<file path="src/rtl/alu_op_sequencer.sv">
// Issues one ALU operation at a time: registers operands/ALUCtrl, holds them for an
// op-dependent latency, captures the ALU result and returns it over a valid/ready port.
module alu_op_sequencer #(
  parameter int MUL_LAT = 4,
  parameter int DIV_LAT = 8,
  parameter int TAG_W   = 4
) (
  input  logic               clk,
  input  logic               rst_n,
  input  logic               flush,
  input  logic               req_valid,
  output logic               req_ready,
  input  logic [3:0]         req_op,
  input  logic [63:0]        req_a,
  input  logic [63:0]        req_b,
  input  logic               req_cin,
  input  logic [TAG_W-1:0]   req_tag,
  output logic [63:0]        alu_a,
  output logic [63:0]        alu_b,
  output logic               alu_cin,
  output logic [3:0]         alu_ctrl,
  input  logic [127:0]       alu_result,
  input  logic               alu_zero,
  input  logic               alu_overflow,
  output logic               rsp_valid,
  input  logic               rsp_ready,
  output logic [127:0]       rsp_result,
  output logic               rsp_zero,
  output logic               rsp_overflow,
  output logic               rsp_err,
  output logic [TAG_W-1:0]   rsp_tag,
  output logic               busy
);

  localparam int MAX_LAT = (MUL_LAT > DIV_LAT) ? MUL_LAT : DIV_LAT;
  localparam int CNT_W   = (MAX_LAT > 1) ? $clog2(MAX_LAT) : 1;

  localparam logic [3:0] OP_AND = 4'b0000;
  localparam logic [3:0] OP_DIV = 4'b0001;
  localparam logic [3:0] OP_ADD = 4'b0010;
  localparam logic [3:0] OP_MUL = 4'b0011;
  localparam logic [3:0] OP_SUB = 4'b0110;
  localparam logic [3:0] OP_SLT = 4'b0111;

  typedef enum logic [1:0] {IDLE, EXEC, DONE} state_t;

  state_t             state, state_nx;
  logic [CNT_W-1:0]   cnt, lat_m1;
  logic               op_known, op_err, err_q;
  logic [TAG_W-1:0]   tag_q;
  logic               accept, capture;

  // Latency decode; errored ops finish in a single cycle regardless of code
  always_comb begin
    op_known = 1'b1;
    lat_m1   = '0;
    case (req_op)
      OP_ADD, OP_SUB, OP_SLT, OP_AND: op_known = 1'b1;
      OP_MUL:  lat_m1 = CNT_W'(MUL_LAT - 1);
      OP_DIV:  lat_m1 = CNT_W'(DIV_LAT - 1);
      default: op_known = 1'b0;
    endcase
    op_err = !op_known || (req_op == OP_DIV && req_b == '0);
    if (op_err) lat_m1 = '0;
  end

  assign req_ready = !flush && (state == IDLE || (state == DONE && rsp_ready));
  assign accept    = req_valid && req_ready;
  assign capture   = !flush && state == EXEC && cnt == '0;
  assign rsp_valid = (state == DONE);
  assign busy      = (state != IDLE);

  always_comb begin
    state_nx = state;
    if (flush) state_nx = IDLE;
    else begin
      case (state)
        IDLE:    if (accept) state_nx = EXEC;
        EXEC:    if (cnt == '0) state_nx = DONE;
        DONE:    if (rsp_ready) state_nx = accept ? EXEC : IDLE;
        default: state_nx = IDLE;
      endcase
    end
  end

  always_ff @(posedge clk or negedge rst_n) begin
    if (!rst_n) state <= IDLE;
    else        state <= state_nx;
  end

  always_ff @(posedge clk or negedge rst_n) begin
    if (!rst_n) begin
      cnt          <= '0;
      err_q        <= 1'b0;
      tag_q        <= '0;
      alu_a        <= '0;
      alu_b        <= '0;
      alu_cin      <= 1'b0;
      alu_ctrl     <= OP_AND;
      rsp_result   <= '0;
      rsp_zero     <= 1'b0;
      rsp_overflow <= 1'b0;
      rsp_err      <= 1'b0;
      rsp_tag      <= '0;
    end else begin
      if (accept) begin
        alu_a    <= req_a;
        alu_b    <= req_b;
        alu_cin  <= req_cin;
        alu_ctrl <= req_op;
        tag_q    <= req_tag;
        err_q    <= op_err;
        cnt      <= lat_m1;
      end else if (!flush && state == EXEC && cnt != '0) begin
        cnt <= cnt - CNT_W'(1);
      end
      // Overflow is only meaningful from the adder/subtractor
      if (capture) begin
        rsp_result   <= err_q ? '0 : alu_result;
        rsp_zero     <= err_q ? 1'b1 : alu_zero;
        rsp_overflow <= !err_q && (alu_ctrl == OP_ADD || alu_ctrl == OP_SUB) && alu_overflow;
        rsp_err      <= err_q;
        rsp_tag      <= tag_q;
      end
    end
  end

endmodule

</file>
<file path="config.mk">
export PLATFORM = sky130hd
export DESIGN_NAME = alu_op_sequencer
export DESIGN_NICKNAME = d
export VERILOG_FILES = /design/src/rtl/alu_op_sequencer.sv
export SDC_FILE = /design/constraint.sdc
export NUM_CORES = 1
export LEC_CHECK = 0
export CELL_PAD_IN_SITES_DETAIL_PLACEMENT = 1
export CELL_PAD_IN_SITES_GLOBAL_PLACEMENT = 2
export CORE_MARGIN = 1
export CORE_UTILIZATION = 24
export DETAILED_ROUTE_END_ITERATION = 10
export PLACE_DENSITY = 0.9
export SLEW_MARGIN = 0
export SYNTH_ARGS = -nofsm -noshare
export SYNTH_HDL_FRONTEND = slang
export SYNTH_SLANG_ARGS = --single-unit
</file>
<file path="constraint.sdc">
create_clock -name clk -period 1.8 [get_ports clk]
set_input_delay 0.36 -clock clk [delete_from_list [all_inputs] [get_ports clk]]
set_output_delay 0.36 -clock clk [all_outputs]
set_load 0.05 [all_outputs]
</file>
==> results by group, run 1 <==
Place
  • Place WS: -0.546 ns
  • HPWL after DPL: 31,500 microns
  • IO Port Bufs: 542
  • Routability congestion estimate: around 0.84

Pwr
  • LEAKAGE: 8.88 nW
  • Pwr dens: approximately 1600 nW/um^2
  • VDD IR max: 1040 uV
  • Pwr Total: around 31 mW

Synth
  • Multiplexer area fraction after synthesis: 0.147
  • Combinational family with the most area after synthesis: multiplexers
  • Synthesized area: between 10,000 and 15,000 sq um
  • Adder-cell share of the synthesized area: 0.00228
  • FF+latch count, synth: 278
  • Post-synthesis sequential area ratio: 0.635
  • EDFF count, synth: 0
  • Post-Syn Nets: 1,204
  • Synth Area in XOR/XNOR: 0.000800
  • Synth warn: 0
  • Syn avg cell area: 11.8 sq um
  • Synth Area in Compound Gates: 0.0689
  • Post-synthesis simple-gate area fraction: 0.111
  • Post-synthesis cell count: 930
  • Synth Flop Type: dfrtp_1
  • Async SR Flop Fraction: 1.00
  • Yosys cell types: 35

Floorplan
  • Die X: 216 microns
  • Starting density of the core: 0.246
  • Die area: 46,500 sq um
  • Ports: 543
  • Die height: 216 microns
  • # rows: 77
  • Core ar.: 44,600 sq um

Worst setup path
  • CP required: 2.22 ns
  • Type of destination of the critical path: flip-flop
  • Critical-path top delay cell: dfrtp_2
  • CP delay by family, top: buffers and inverters
  • Worst-path fanout max: 7
  • Crit path top cell by count: buf_12
  • Crit Path Class: reg -> reg
  • CP max stage delay: 0.49 ns
  • WP data arrival: 2.34 ns
  • CP Cell Sequence: a2111oi_4, buf_6, buf_12, buf_12, buf_16, mux2_2
  • CP bufs+invs: 4
  • FF-to-FF setup slack: -0.12 ns
  • Worst setup SP type: flip-flop

Clock tree
  • Num CTS Buffers: 34
  • H-tree lvl count: 2
  • Root buffer cell: clkbuf_16
  • CTS tree: done
  • Clock sink count: around 280
  • Clock Pin Slew Worst Setup and Hold Paths: 0.06 ns
  • Skew-Pair Late Insertion Delay: 0.53 ns
  • CTS max path bufs: 3

STA
  • Final worst-path cycle share: 1.07
  • Hold Vio Cnt, Final: 0
  • FMAX: 520 MHz
  • Clk_skew: 0.0125 ns
  • Setup-failing EPs final: about 120
  • RSZ-0062 raised after global routing: true
  • Slew @ Worst Pin: around 0.41 ns
  • Shortest period the worst path allows: 1.92 ns
  • Crit path setup slack, layout: -0.123 ns
  • Rel. slew slack: 0.721
  • Hold WS: roughly 0.27 ns
  • Max-slew violations: 0

Run status
  • Failing checks: setup timing
  • Outcome: complete, but fails checks

Global routing
  • GRT Util Overall: 0.181
  • Grt ovf: 0
  • Number of global-route vias before repair: 10,800
  • Largest net degree at the start of global routing: 60
  • Initial antenna violation count: 3
  • Global-route wire length before repair: 64,800 microns

Final layout
  • Final net count: 1,834
  • Fill count: 4,828
  • Area Overhead vs Synth: 75.1%
  • Commonest non-fill, non-tap cells in the layout: buf_4 (330), dfrtp_1 (277), clkdlybuf4s50_1 (270)
  • Fraction of layout cells with a size suffix above 1: 0.376
  • Most common cell after layout, fill and taps aside: buf_4

Drt
  • Drt wl/cell: 20.4 microns
  • DR pass1 iterations: 4
  • Vias after detailed routing: 9,635
  • Initial DRC count: 430
  • Post-route ant nets: 0
  • DRC errors left: 0
  • Vias/cell: 4.43
  • Drt total wl: 44,400 microns

Hold path
  • HP Class: in -> async

Run
  • Max-cap violations: 0
## path summary, 6_finish.rpt
kind | start | endpoint | cells past startpoint
worst max-delay path | state[0]$_DFFE_PN0P_ | alu_a[56]$_DFFE_PN0N_ | 6
worst min-delay path | rst_n | tag_q[2]$_DFFE_PN0N_ | 2
worst max register to register | state[0]$_DFFE_PN0P_ | alu_a[56]$_DFFE_PN0N_ | 6
worst min register to register | rsp_result[25]$_DFFE_PN0P_ | rsp_result[25]$_DFFE_PN0P_ | 2
max in group asynchronous | rst_n | alu_a[32]$_DFFE_PN0N_ | 4
min in group clk | alu_result[104] | rsp_result[104]$_DFFE_PN0P_ | 3
## final cells by class
type | count | area, sq um | area share
inverter | 6 | 25.0 | 0.00130
tap | 592 | 741 | 0.0386
antenna | 1 | 2.50 | 0.000130
clock inverter | 12 | 165 | 0.00861
clock buffer | 48 | 1000 | 0.0523
sequential | 278 | 6960 | 0.363
timing repair buffer | 653 | 6150 | 0.321
multi-input combinational | 587 | 4140 | 0.216
## flip-flops by register name (all words and copies together), names as in the netlist
register and flops:
alu_b 64, rsp_tag 4, err_q 1, rsp_overflow 1, tag_q 4, alu_a 64
alu_cin 1, state 2, alu_ctrl 4, cnt 3, rsp_result 128, rsp_err 1
rsp_zero 1
## routing by layer
metal  global-route usage  routed length (microns)
met5                    0                       27
met2                0.323                    23100
met4               0.0879                     1820
met3               0.0495                     2950
met1                0.197                    16500
## worst register-to-register path, stage by stage (launching register included)
cell and delay, ns:
dfrtp_2 0.49, a2111oi_4 0.39, buf_6 0.18, buf_12 0.16
buf_12 0.14, buf_16 0.12, mux2_2 0.34
## power by group
part	switching (mW)	internal [mW]	leakage, nW	total (mW)
Combinational	9.41	5.22	4.82	14.6
Sequential	1.26	8.06	3.49	9.32
Clock	2.79	4.34	0.578	7.13
Total	13.5	17.6	8.88	31.1
## synthesized netlist by cell type (all sizes together), types with 2 or more instances
cell type | n | area (sq um)
a21o | 2 | 15.0
a21oi | 3 | 15.0
clkbuf | 26 | 97.6
mux2 | 141 | 1600
nand3 | 3 | 15.0
nor3b | 2 | 26.3
nor4 | 17 | 106
buf | 33 | 262
nor2 | 4 | 15.0
inv | 5 | 18.8
o21ai | 131 | 656
ha | 2 | 25.0
nand4 | 5 | 31.3
a211oi | 3 | 22.5
nand2 | 261 | 982
nor2b | 2 | 12.5
dfrtp | 278 | 6960
## repair_timing
| item | 4_1_cts | 5_1_grt |
|---|---|---|
| endpoints found under the hold margin | 152 | 0 |
| resized for setup | 74 | 106 |
| setup buffers | 8 | 6 |
| hold buffers | 1 | 0 |
| setup endpoints to repair | 161 | 183 |
| cloned | 2 | 6 |
| pin swaps | 3 | 2 |
## metrics by stage
stage | setup TNS [ns] | instance area [sq um] | instances | utilization
after floorplan | 0 | 11000 | 930 | -
after global placement | -84.57 | 17000 | 2094 | 0.381
after detailed placement | -96.67 | 17000 | 2094 | 0.381
after CTS | -2.67 | 18600 | 2165 | 0.416
after global routing | -16.05 | 19200 | 2177 | 0.430
final | -6.89 | 19200 | 2177 | 0.430
## cell families after synthesis
group | count (synthesis)
muxes | 142
xor gates and xnor gates | 1
DFF | 278
and+or+nand+nor | 298
adders and majority gates | 2
AOI/OAI and AO/OA | 144
buffers and inverters | 65
(Power assumes the default switching activity.)
==> run 2: changes to the inputs <==
Settings changed: PLACE_DENSITY 0.9 to default, PLACE_DENSITY_LB_ADDON from default to 0.15.
==> run 2 against run 1 <==
Net effect: the flow still finishes with violations (setup timing); cell area shrank 3.0%; global-route usage shrank 0.26 points; worst hold slack improved by 0.099 ns; total power down 2.8%; non-clock buffer count decreased by 21; critical path type unchanged.
==> results by group, run 2 (synthesis gave the netlist of run 1 again) <==
STA
  • Max-slew violations: 0 (unchanged)
  • FMAX: 544 MHz (was 520 MHz)
  • Crit path setup slack, layout: -0.0394 ns (was -0.123 ns)
  • Setup-failing EPs final: 91 (was 115)
  • Slew @ Worst Pin: 0.538 ns (was 0.414 ns)
  • Clk_skew: 0.0123 ns (was 0.0125 ns)
  • RSZ-0062 raised after global routing: true (unchanged)
  • Rel. slew slack: 0.641 (was 0.721)
  • Final worst-path cycle share: 1.02 (was 1.07)
  • Hold Vio Cnt, Final: 0 (unchanged)
  • Shortest period the worst path allows: 1.84 ns (was 1.92 ns)

Drt
  • Vias/cell: 4.33 (was 4.43)
  • Drt wl/cell: 20.0 microns (was 20.4 microns)
  • Post-route ant nets: 0 (unchanged)
  • Initial DRC count: 287 (was 430)
  • DR pass1 iterations: 4 (unchanged)
  • Drt total wl: 43,200 microns (was 44,400 microns)
  • DRC errors left: 0 (unchanged)
  • Vias after detailed routing: 9,357 (was 9,635)

Final layout
  • Final non-filler cell area: 18,600 sq um (was 19,200 sq um)
  • Area Overhead vs Synth: 69.9% (was 75.1%)
  • Largest Register: rsp_result (unchanged)
  • Largest regs: rsp_result (128), alu_a (64), alu_b (64) (unchanged)
  • Most common cell after layout, fill and taps aside: buf_4 (unchanged)
  • Commonest non-fill, non-tap cells in the layout: buf_4 (318), dfrtp_1 (278), clkdlybuf4s50_1 (269) (was buf_4 (330), dfrtp_1 (277), clkdlybuf4s50_1 (270))
  • Final net count: 1,815 (was 1,834)
  • Fraction of layout cells with a size suffix above 1: 0.364 (was 0.376)
  • Max reg flops: 128 (unchanged)

Clock tree
  • Root buffer cell: clkbuf_16 (unchanged)
  • CTS max path bufs: 3 (unchanged)
  • Clock Pin Slew Worst Setup and Hold Paths: 0.06 ns (about the same)
  • Clock sink count: 278 (unchanged)
  • CTS tree: done (unchanged)
  • Skew-Pair Late Insertion Delay: 0.53 ns (about the same)
  • Num CTS Buffers: 36 (was 34)
  • H-tree lvl count: 2 (unchanged)

Pwr
  • VDD IR max: 789 uV (was 1040 uV)
  • Pwr Total: 30.2 mW (was 31.1 mW)
  • LEAKAGE: 8.46 nW (was 8.88 nW)
  • Switching portion of total power: 0.435 (was 0.433)
  • Power share of the sequential group: 0.302 (was 0.300)
  • Clk pwr share: 0.233 (was 0.230)
  • Net Sw Power: 13.2 mW (was 13.5 mW)
  • Internal power: 17.1 mW (was 17.6 mW)
  • Combinational share of power: 0.465 (was 0.471)
  • Pwr dens: 1620 nW/um^2 (about the same)

Worst setup path
  • CP required: 2.21 ns (was 2.22 ns)
  • Worst-path fanout max: 21 (was 7)
  • WP data arrival: 2.25 ns (was 2.34 ns)
  • Worst setup SP type: flip-flop (unchanged)
  • Type of destination of the critical path: flip-flop (unchanged)
  • Crit Path Class: reg -> reg (unchanged)

Place
  • Routability congestion estimate: 0.780 (was 0.838)
  • IO Port Bufs: 542 (unchanged)
  • Dpl cell area: 16,900 sq um (was 17,000 sq um)
  • HPWL after DPL: 32,100 microns (was 31,500 microns)

Global routing
  • Initial antenna violation count: 7 (was 3)
  • GRT Util Overall: 0.179 (was 0.181)
  • Largest net degree at the start of global routing: 79 (was 60)
  • Grt ovf: 0 (unchanged)
  • Number of global-route vias before repair: 10,100 (was 10,800)
  • Global-route wire length before repair: 62,900 microns (was 64,800 microns)

Run status
  • Outcome: complete, but fails checks (unchanged)
  • Failing checks: setup timing (unchanged)

Hold path
  • HP Class: in -> async (unchanged)

Floorplan
  • Die X: 216 microns (unchanged)
  • Core ar.: 44,600 sq um (unchanged)
  • Die height: 216 microns (unchanged)
  • Starting density of the core: 0.246 (unchanged)
  • Ports: 543 (unchanged)
  • # rows: 77 (unchanged)
  • Die area: 46,500 sq um (unchanged)

Run
  • Max-cap violations: 0 (unchanged)
## run 2: cell count changes in the layout (fill, tap and decap cells not counted), sizes merged, moves of 2 or more
cell | previous run | this run
diode | 1 | 3
buf | 376 | 355
inv | 8 | 6
clkbuf | 54 | 60
bufinv | 3 | 1
## run 2: metrics by stage
step	worst slack, ns	hold WS, ns	util	setup TNS (ns)	std cells
global placement	-1.03	0.364	0.379	-83.90	2078
floorplan	0.122	0.0644	-	0	930
global route	-0.0897	0.366	0.417	-8.88	2159
detailed placement	-0.884	0.364	0.379	-90.97	2078
CTS	-0.0739	0.336	0.407	-4.22	2143
finish	-0.0394	0.366	0.417	-1.95	2159
## run 2: path summary, 6_finish.rpt
check | from | to | slack [ns] | cells past startpoint
min reg2reg | rsp_result[1]$_DFFE_PN0P_ | rsp_result[1]$_DFFE_PN0P_ | 0.48 | 2
max | state[1]$_DFFE_PN0P_ | alu_b[38]$_DFFE_PN0N_ | -0.04 | 6
max in group asynchronous | rst_n | alu_a[11]$_DFFE_PN0N_ | 0.77 | 3
max reg2reg | state[1]$_DFFE_PN0P_ | alu_b[38]$_DFFE_PN0N_ | -0.04 | 6
min | rst_n | rsp_result[108]$_DFFE_PN0P_ | 0.37 | 2
min in group clk | alu_result[94] | rsp_result[94]$_DFFE_PN0P_ | 0.38 | 3
## run 2: worst max-delay path, cell delays in order (launching register included)
cell and delay (ns):
dfrtp_1 0.39, buf_4 0.15, a2111oi_4 0.29, buf_6 0.18, buf_12 0.15, buf_16 0.17, mux2_2 0.35
## run 2: power by group through the flow
stage | clock network (mW) | registers [mW] | logic [mW]
after floorplan | 0 | 15.1 | 2.57
after global placement | 0 | 9.19 | 13.7
after detailed placement | 0 | 9.22 | 13.8
after CTS | 7.33 | 9.17 | 13.9
after global routing | 7.52 | 9.39 | 14.7
final | 7.03 | 9.13 | 14.1
## run 2: layout make-up
cell class | instances | area, sq um
Fill cell | 4797 | 26000
Sequential cell | 278 | 6960
Timing Repair Buffer | 632 | 5930
Multi-Input combinational cell | 587 | 3800
Clock buffer | 54 | 1080
Tap cell | 592 | 741
Clock inverter | 7 | 60.1
Inverter | 6 | 25.0
Antenna cell | 3 | 7.51
## run 2: routing by layer
| metal | track usage | vias to the layer above | share of wire |
|---|---|---|---|
| li1 | - | 4366 | - |
| met1 | 0.199 | 4604 | 0.38 |
| met2 | 0.310 | 313 | 0.51 |
| met3 | 0.0651 | 68 | 0.083 |
| met4 | 0.0686 | 6 | 0.028 |
| met5 | 0 | - | 0.0011 |
## run 2: repair_timing
item                                    in CTS  in global routing
endpoints found under the hold margin       38                  0
gates cloned                                 0                  8
hold buffers                                 1                  0
pin swaps                                    4                  5
gates resized for setup                     16                 49
endpoints found under the setup margin      81                193
setup buffers                                3                  5
==> run 3: changes to the inputs <==
Settings changed: ABC_CLOCK_PERIOD_IN_PS from default to 1800.
==> results of run 3 <==
Final layout, timing and power as in run 2 (identical DEF).
